[config.mk]
export PLATFORM = sky130hd
export DESIGN_NAME = dphy_lane_aligner
export DESIGN_NICKNAME = d
export VERILOG_FILES = /design/src/rtl/dphy_lane_aligner.sv
export SDC_FILE = /design/constraint.sdc
export NUM_CORES = 1
export LEC_CHECK = 0
export CORE_MARGIN = 3
export CORE_UTILIZATION = 40
export DETAILED_ROUTE_END_ITERATION = 10
export DONT_BUFFER_PORTS = 1
export PLACE_DENSITY = 0.58
export SYNTH_ARGS = -nofsm -noshare
export SYNTH_HDL_FRONTEND = slang
export SYNTH_SLANG_ARGS = --single-unit
[constraint.sdc]
create_clock -name byte_clk -period 5.91 [get_ports byte_clk]
set_input_delay 1.182 -clock byte_clk [delete_from_list [all_inputs] [get_ports byte_clk]]
set_output_delay 1.182 -clock byte_clk [all_outputs]
set_load 0.01 [all_outputs]
[src/rtl/dphy_lane_aligner.sv]
// D-PHY two-lane byte aligner.
//
// Hunts for the SoT leader byte (SYNC_BYTE) at any of the eight bit offsets on each lane once
// hs_active rises. When both lanes lock, it presents byte-aligned payload until hs_active falls.
// Failure to lock within SYNC_TIMEOUT hunt cycles, or a lock on one lane only, raises a one-cycle
// sync_err. After that the block parks until hs_active falls.
//
// Optional feature macro: DPHY_SKEW_COMP_EN. When it is defined, a lane may lock one byte before
// the other. That earlier lane is then delayed one byte so that both lanes stay byte-aligned.
//
// Ports:
//   byte_clk      - D-PHY byte clock; all state changes on its rising edge
//   rst_n         - asynchronous active-low reset
//   hs_active     - both lanes in HS mode
//   lane0_raw     - unaligned deserializer byte, lane 0 (bit0 received first)
//   lane1_raw     - unaligned deserializer byte, lane 1 (bit0 received first)
//   lane0_data    - aligned payload byte, lane 0 (0 when hs_burst_flag is low)
//   lane1_data    - aligned payload byte, lane 1 (0 when hs_burst_flag is low)
//   hs_burst_flag - lane data carries valid payload
//   sync_err      - one-cycle pulse on sync timeout or lane-sync mismatch
//   align_off0    - bit offset locked on lane 0
//   align_off1    - bit offset locked on lane 1
module dphy_lane_aligner #(
  parameter int unsigned SYNC_TIMEOUT = 8,  // must be >= 1
  parameter logic [7:0]  SYNC_BYTE    = 8'hB8
) (
  input  logic       byte_clk,
  input  logic       rst_n,
  input  logic       hs_active,
  input  logic [7:0] lane0_raw,
  input  logic [7:0] lane1_raw,
  output logic [7:0] lane0_data,
  output logic [7:0] lane1_data,
  output logic       hs_burst_flag,
  output logic       sync_err,
  output logic [2:0] align_off0,
  output logic [2:0] align_off1
);

  localparam int unsigned     CntW    = $clog2(SYNC_TIMEOUT + 1);
  localparam logic [CntW-1:0] CntMax  = CntW'(SYNC_TIMEOUT);
  localparam logic [CntW-1:0] CntLast = CntW'(SYNC_TIMEOUT - 1);

  localparam logic [1:0] StIdle   = 2'd0;
  localparam logic [1:0] StHunt   = 2'd1;
  localparam logic [1:0] StBurst  = 2'd2;
  localparam logic [1:0] StWaitLp = 2'd3;

  function automatic logic [7:0] pick(input logic [15:0] win, input logic [2:0] k);
    return win[k +: 8];
  endfunction

  // Returns {hit, k}. The scan runs downward, so the lowest matching k is the one kept.
  function automatic logic [3:0] find_sync(input logic [15:0] win);
    logic [3:0] r;
    r = 4'b0;
    for (int k = 7; k >= 0; k--) begin
      if (win[k +: 8] == SYNC_BYTE) r = {1'b1, 3'(k)};
    end
    return r;
  endfunction

  logic [1:0]      state_q, state_d;
  logic [CntW-1:0] cnt_q, cnt_d;
  logic [7:0]      prev0_q, prev1_q;
  logic [2:0]      off0_q, off0_d, off1_q, off1_d;
  logic            flag_q, flag_d;
  logic [7:0]      data0_q, data0_d, data1_q, data1_d;
  logic [15:0]     win0, win1;
  logic [3:0]      fs0, fs1;
  logic            hit0, hit1, timeout, go_burst, fail;
  logic [2:0]      new_off0, new_off1;
  logic [7:0]      byte0, byte1;

  assign win0    = {lane0_raw, prev0_q};
  assign win1    = {lane1_raw, prev1_q};
  assign fs0     = find_sync(win0);
  assign fs1     = find_sync(win1);
  assign hit0    = fs0[3];
  assign hit1    = fs1[3];
  assign timeout = (cnt_q >= CntLast);

`ifdef DPHY_SKEW_COMP_EN
  // pend_*: one lane has locked and is waiting one cycle for the other lane.
  // dly_*: during the burst, the early lane is taken from skew_byte_q.
  logic       pend_q, pend_d, pend_lane_q, pend_lane_d;
  logic [2:0] pend_off_q, pend_off_d;
  logic       dly_en_q, dly_en_d, dly_lane_q, dly_lane_d;
  logic [7:0] skew_byte_q;
  logic       skew_lane, late_hit;
  logic [2:0] skew_off;

  assign late_hit  = pend_lane_q ? hit0 : hit1;
  assign skew_lane = (state_q == StBurst) ? dly_lane_q : pend_lane_q;
  assign skew_off  = (state_q == StBurst) ? (dly_lane_q ? off1_q : off0_q) : pend_off_q;
`endif

  always_comb begin
    state_d  = state_q;
    cnt_d    = cnt_q;
    off0_d   = off0_q;
    off1_d   = off1_q;
    go_burst = 1'b0;
    fail     = 1'b0;
    new_off0 = fs0[2:0];
    new_off1 = fs1[2:0];
`ifdef DPHY_SKEW_COMP_EN
    pend_d      = pend_q;
    pend_lane_d = pend_lane_q;
    pend_off_d  = pend_off_q;
    dly_en_d    = dly_en_q;
    dly_lane_d  = dly_lane_q;
`endif
    case (state_q)
      StIdle: begin
        cnt_d = '0;
`ifdef DPHY_SKEW_COMP_EN
        pend_d = 1'b0;
`endif
        if (hs_active) state_d = StHunt;
      end
      StHunt: begin
        if (cnt_q != CntMax) cnt_d = cnt_q + 1'b1;
`ifdef DPHY_SKEW_COMP_EN
        if (pend_q) begin
          if (late_hit) begin
            go_burst   = 1'b1;
            dly_en_d   = 1'b1;
            dly_lane_d = pend_lane_q;
            new_off0   = pend_lane_q ? fs0[2:0] : pend_off_q;
            new_off1   = pend_lane_q ? pend_off_q : fs1[2:0];
          end else begin
            fail = 1'b1;
          end
        end else if (hit0 && hit1) begin
          go_burst = 1'b1;
          dly_en_d = 1'b0;
        end else if ((hit0 != hit1) && !timeout) begin
          pend_d      = 1'b1;
          pend_lane_d = hit1;
          pend_off_d  = hit1 ? fs1[2:0] : fs0[2:0];
        end else if ((hit0 != hit1) || timeout) begin
          fail = 1'b1;
        end
`else
        // The both-lane match is checked first, so it wins over a timeout in the same cycle.
        if (hit0 && hit1) begin
          go_burst = 1'b1;
        end else if ((hit0 != hit1) || timeout) begin
          fail = 1'b1;
        end
`endif
      end
      StBurst:  ;
      StWaitLp: ;
      default:  state_d = StIdle;
    endcase

    if (!hs_active) begin
      state_d = StIdle;
    end else if (go_burst) begin
      state_d = StBurst;
      off0_d  = new_off0;
      off1_d  = new_off1;
    end else if (fail) begin
      state_d = StWaitLp;
    end
  end

  always_comb begin
    byte0 = pick(win0, off0_q);
    byte1 = pick(win1, off1_q);
`ifdef DPHY_SKEW_COMP_EN
    if (dly_en_q && !dly_lane_q) byte0 = skew_byte_q;
    if (dly_en_q && dly_lane_q)  byte1 = skew_byte_q;
`endif
    flag_d  = (state_q == StBurst) && hs_active;
    data0_d = flag_d ? byte0 : 8'h00;
    data1_d = flag_d ? byte1 : 8'h00;
  end

  always_ff @(posedge byte_clk or negedge rst_n) begin
    if (!rst_n) begin
      state_q <= StIdle;
      cnt_q   <= '0;
      prev0_q <= 8'h00;
      prev1_q <= 8'h00;
      off0_q  <= 3'd0;
      off1_q  <= 3'd0;
      flag_q  <= 1'b0;
      data0_q <= 8'h00;
      data1_q <= 8'h00;
    end else begin
      state_q <= state_d;
      cnt_q   <= cnt_d;
      prev0_q <= lane0_raw;
      prev1_q <= lane1_raw;
      off0_q  <= off0_d;
      off1_q  <= off1_d;
      flag_q  <= flag_d;
      data0_q <= data0_d;
      data1_q <= data1_d;
    end
  end

`ifdef DPHY_SKEW_COMP_EN
  always_ff @(posedge byte_clk or negedge rst_n) begin
    if (!rst_n) begin
      pend_q      <= 1'b0;
      pend_lane_q <= 1'b0;
      pend_off_q  <= 3'd0;
      dly_en_q    <= 1'b0;
      dly_lane_q  <= 1'b0;
      skew_byte_q <= 8'h00;
    end else begin
      pend_q      <= pend_d;
      pend_lane_q <= pend_lane_d;
      pend_off_q  <= pend_off_d;
      dly_en_q    <= dly_en_d;
      dly_lane_q  <= dly_lane_d;
      skew_byte_q <= pick(skew_lane ? win1 : win0, skew_off);
    end
  end
`endif

  // The error is a decode of the current hunt cycle, so it lasts exactly one cycle.
  assign sync_err      = fail && hs_active && (state_q == StHunt);
  assign lane0_data    = data0_q;
  assign lane1_data    = data1_q;
  assign hs_burst_flag = flag_q;
  assign align_off0    = off0_q;
  assign align_off1    = off1_q;

endmodule

==> summary.txt <==
Route
  – Vias: 1703
  – Drt drc: 0
  – TritonRoute pass-1 iters: 4
  – 1st-iter DRT viols: 94
  – Final WL: 5200 um
  – DR WL/cell: 19.0 um
  – Post-detailed-route via-to-cell ratio: 6.22
  – Routed Antenna Nets: 0

Synthesis
  – Netlist cell types: 35
  – Mapped Cells: 201
  – Largest cells by area after synthesis: dfrtp_1, mux4_2, mux2i_1, nor4bb_1, mux4_1
  – Largest area contributor in the netlist: dfrtp_1
  – Ys flop type: dfrtp_1
  – Yosys warns: 0
  – Post-synthesis register bit count: 45
  – Seq/Total Area, Yosys: 0.440
  – Async set-reset flop share out of synthesis: 1.00
  – Post-synthesis instance area: 0.00256 sq mm
  – Post-synth EDFFs: 0
  – Mapped Nets: 223
  – Avg Cell Area, Syn: 12.7 sq um
  – Synth top area share: 0.440
  – Most numerous cell in the Yosys netlist: dfrtp_1
  – Synth top cells by count: dfrtp_1, mux2i_1, nor2_1

STA
  – Setup Viol. Count Final: 0
  – TNS Setup: 0 ns
  – Final Hold Slack: 0.573 ns
  – Slew Limit Fails: 0
  – Final Hold Fails: 0
  – Setup repair after global routing missed its margin: false
  – Final period utilization: 0.645
  – Slew margin rel.: 0.480
  – Post-Route Skew: 0.00657 ns
  – Worst-Margin Slew: 0.780 ns
  – Fmax: 262 MHz
  – Crit path time final: 3.81 ns

Clocking
  – Post-CTS Hold Buffers: 0
  – Clk pin slew, worst setup/hold paths: 0.09 ns
  – Clock Path Buffers: 2
  – H-Tree Depth: 2
  – CTS tree: done
  – Clock sinks: 45
  – Worst-skew pair later-pin latency: 0.29 ns
  – Post-CTS Setup Bufs: 0
  – Root buffer cell: clkbuf_8
  – Post_cts resized: 0
  – Inserted Clock Buffers: 5

Critical path
  – Worst R2R Path Depth: 8
  – Worst r2r dst: state_q[1]$_DFFE_PN0P_
  – CP max stage delay: 0.51 ns
  – CP Data Arrival Time: 2.63 ns
  – Cell count along the critical path: 6
  – CP endpoint kind: output pin
  – Worst path buffer plus inverter count: 0
  – Crit path to: sync_err
  – Cell Chain, Critical Path: or4bb_1 -> a21o_1 -> nand3_1 -> ha_1 -> a211oi_1 -> nor3_1
  – WP data required: 4.73 ns
  – Setup crit start kind: input pin
  – CP delay by family, top: simple AND/OR/NAND/NOR gates
  – Crit-path max FO: 10
  – R2R setup slack: 3.63 ns
  – Slowest-stage cell, CP: or4bb_1
  – Worst r2r src: prev0_q[7]$_DFF_PN0_
  – Worst setup path start: lane1_raw[0]
  – Setup Crit Path Kind: input pin to output pin

GRT
  – Vias in the first global route: 1705
  – Global route overflow: 0
  – Initial antenna violation count: 0
  – Largest net degree at the start of global routing: 46
  – Tot GR Track Use: 0.146
  – First-pass GRT wire length: 8650 um

Min path
  – Hold Crit Class: input pin to async pin

Die
  – Starting Density: 0.422
  – Io pins: 43
  – Core footprint: 0.00606 sq mm
  – Die H: 86.0 um
  – Die X: 86.0 um
  – Site row count: 28
  – Die ar.: 0.00739 sq mm

Placement
  – IO Port Bufs: 0
  – Final HPWL DP: 3790 um
  – Routability congestion estimate from global placement: 0.844

Final layout
  – Filler Cells Inserted: 539
  – Area Growth Syn to Fin: 5.68%
  – Share of post-route cells with drive strength above 1: 0.136
  – Ant. Diodes: 0
  – Fin util: 0.446
  – Nets: 220

Pwr
  – Worst vdd ir: 0.0914 mV
  – Leak: 1.04 nW
  – PwrDens: 228 mW/mm^2

Status
  – Status: finished clean

Flow run
  – Max-cap violations: 0
-- cells in the final DEF (no fill, tap or decap), drive strengths merged --
master / netlist / final
mux4: 20 / 20
ha: 3 / 3
nor2b: 1 / 1
nand2: 8 / 8
a22o: 1 / 1
nor3: 3 / 3
and3b: 1 / 1
clkinvlp: 0 / 1
a21oi: 7 / 7
o21a: 1 / 1
mux2i: 21 / 21
and2: 1 / 1
or4bb: 5 / 5
nand4bb: 4 / 4
nor4: 1 / 1
bufinv: 0 / 1
nand3b: 1 / 1
a22oi: 1 / 1
nor4bb: 12 / 12
inv: 6 / 6
dfrtp: 45 / 45
o21ai: 12 / 12
nor2: 19 / 19
nand3: 5 / 5
a211oi: 2 / 2
and4bb: 3 / 3
clkbuf: 3 / 6
a21o: 4 / 4
a221oi: 1 / 1
o22ai: 3 / 3
-- worst min-delay path by stage --
| stage | depth (start not counted) | endpoint | slack (ns) | startpoint |
|---|---|---|---|---|
| CTS | 0 | prev0_q[4]$_DFF_PN0_ | 0.56 | rst_n |
| global placement | 2 | cnt_q[3]$_DFFE_PN0P_ | 0.54 | cnt_q[3]$_DFFE_PN0P_ |
| floorplan | 2 | cnt_q[3]$_DFFE_PN0P_ | 0.51 | cnt_q[3]$_DFFE_PN0P_ |
| finish | 0 | lane0_data[0]$_DFF_PN0_ | 0.57 | rst_n |
| global route | 0 | prev1_q[6]$_DFF_PN0_ | 0.54 | rst_n |
| detailed placement | 2 | cnt_q[3]$_DFFE_PN0P_ | 0.56 | cnt_q[3]$_DFFE_PN0P_ |
-- layout make-up --
cell class,instances,area [sq um],area share
multi-input combinational,140,1340,0.496
sequential,45,1130,0.417
tap,75,93.8,0.0347
clock buffer,6,82.6,0.0306
clock inverter,2,37.5,0.0139
inverter,6,22.5,0.00833
-- power breakdown --
| group | internal [W] | leakage, nW | total [W] | switching (W) |
|---|---|---|---|---|
| Clock | 0.000138 | 0.0574 | 0.000244 | 0.000106 |
| Combinational | 0.0000250 | 0.395 | 0.0000422 | 0.0000172 |
| Sequential | 0.000318 | 0.587 | 0.000331 | 0.0000137 |
| Total | 0.000480 | 1.04 | 0.000617 | 0.000137 |
-- flip-flops by register name, summed over array words and instances (netlist names) --
register and count:
state_q 2, align_off0 3, prev1_q 8, align_off1 3, lane0_data 8, lane1_data 8, hs_burst_flag 1, prev0_q 8
cnt_q 4
-- layer usage --
| layer | vias to the layer above | routed length [um] | global-route usage |
|---|---|---|---|
| met2 | 58 | 2540 | 0.235 |
| met3 | 6 | 296 | 0.0461 |
| met5 | - | 0 | 0 |
| met4 | 0 | 62 | 0.0403 |
| li1 | 772 | - | - |
| met1 | 867 | 2300 | 0.191 |
-- worst reg2reg max path, cell delays in order (launching register included) --
cell and delay (ns):
dfrtp_1 0.46, or4bb_1 0.55, a21oi_1 0.15, nor2_1 0.07, nand3_1 0.09, ha_1 0.23, a211oi_1 0.25, nor3_1 0.15
nand3b_1 0.18
-- metrics by stage --
stage,instance area [sq um],total power [W],instances,worst slack [ns]
CTS,2700,0.000625,274,2.07
global placement,2580,0.000377,266,2.14
detailed placement,2580,0.000379,266,2.08
finish,2700,0.000617,274,2.10
global route,2700,0.000644,274,1.95
floorplan,2560,0.000369,201,2.27
-- logic make-up (layout without fill, tap and decap cells) --
kind of cell,count (synthesis),in the layout,synth area share
adder cells (fa/ha/maj),3,3,0.0147
AO/OA/AOI/OAI,32,32,0.0749
flip-flops,45,45,0.440
multiplexers,41,41,0.264
buffers and inverters,16,14,0.0357
AND/OR/NAND/NOR,64,64,0.170
Note: power is estimated with default switching activity, not from simulation.
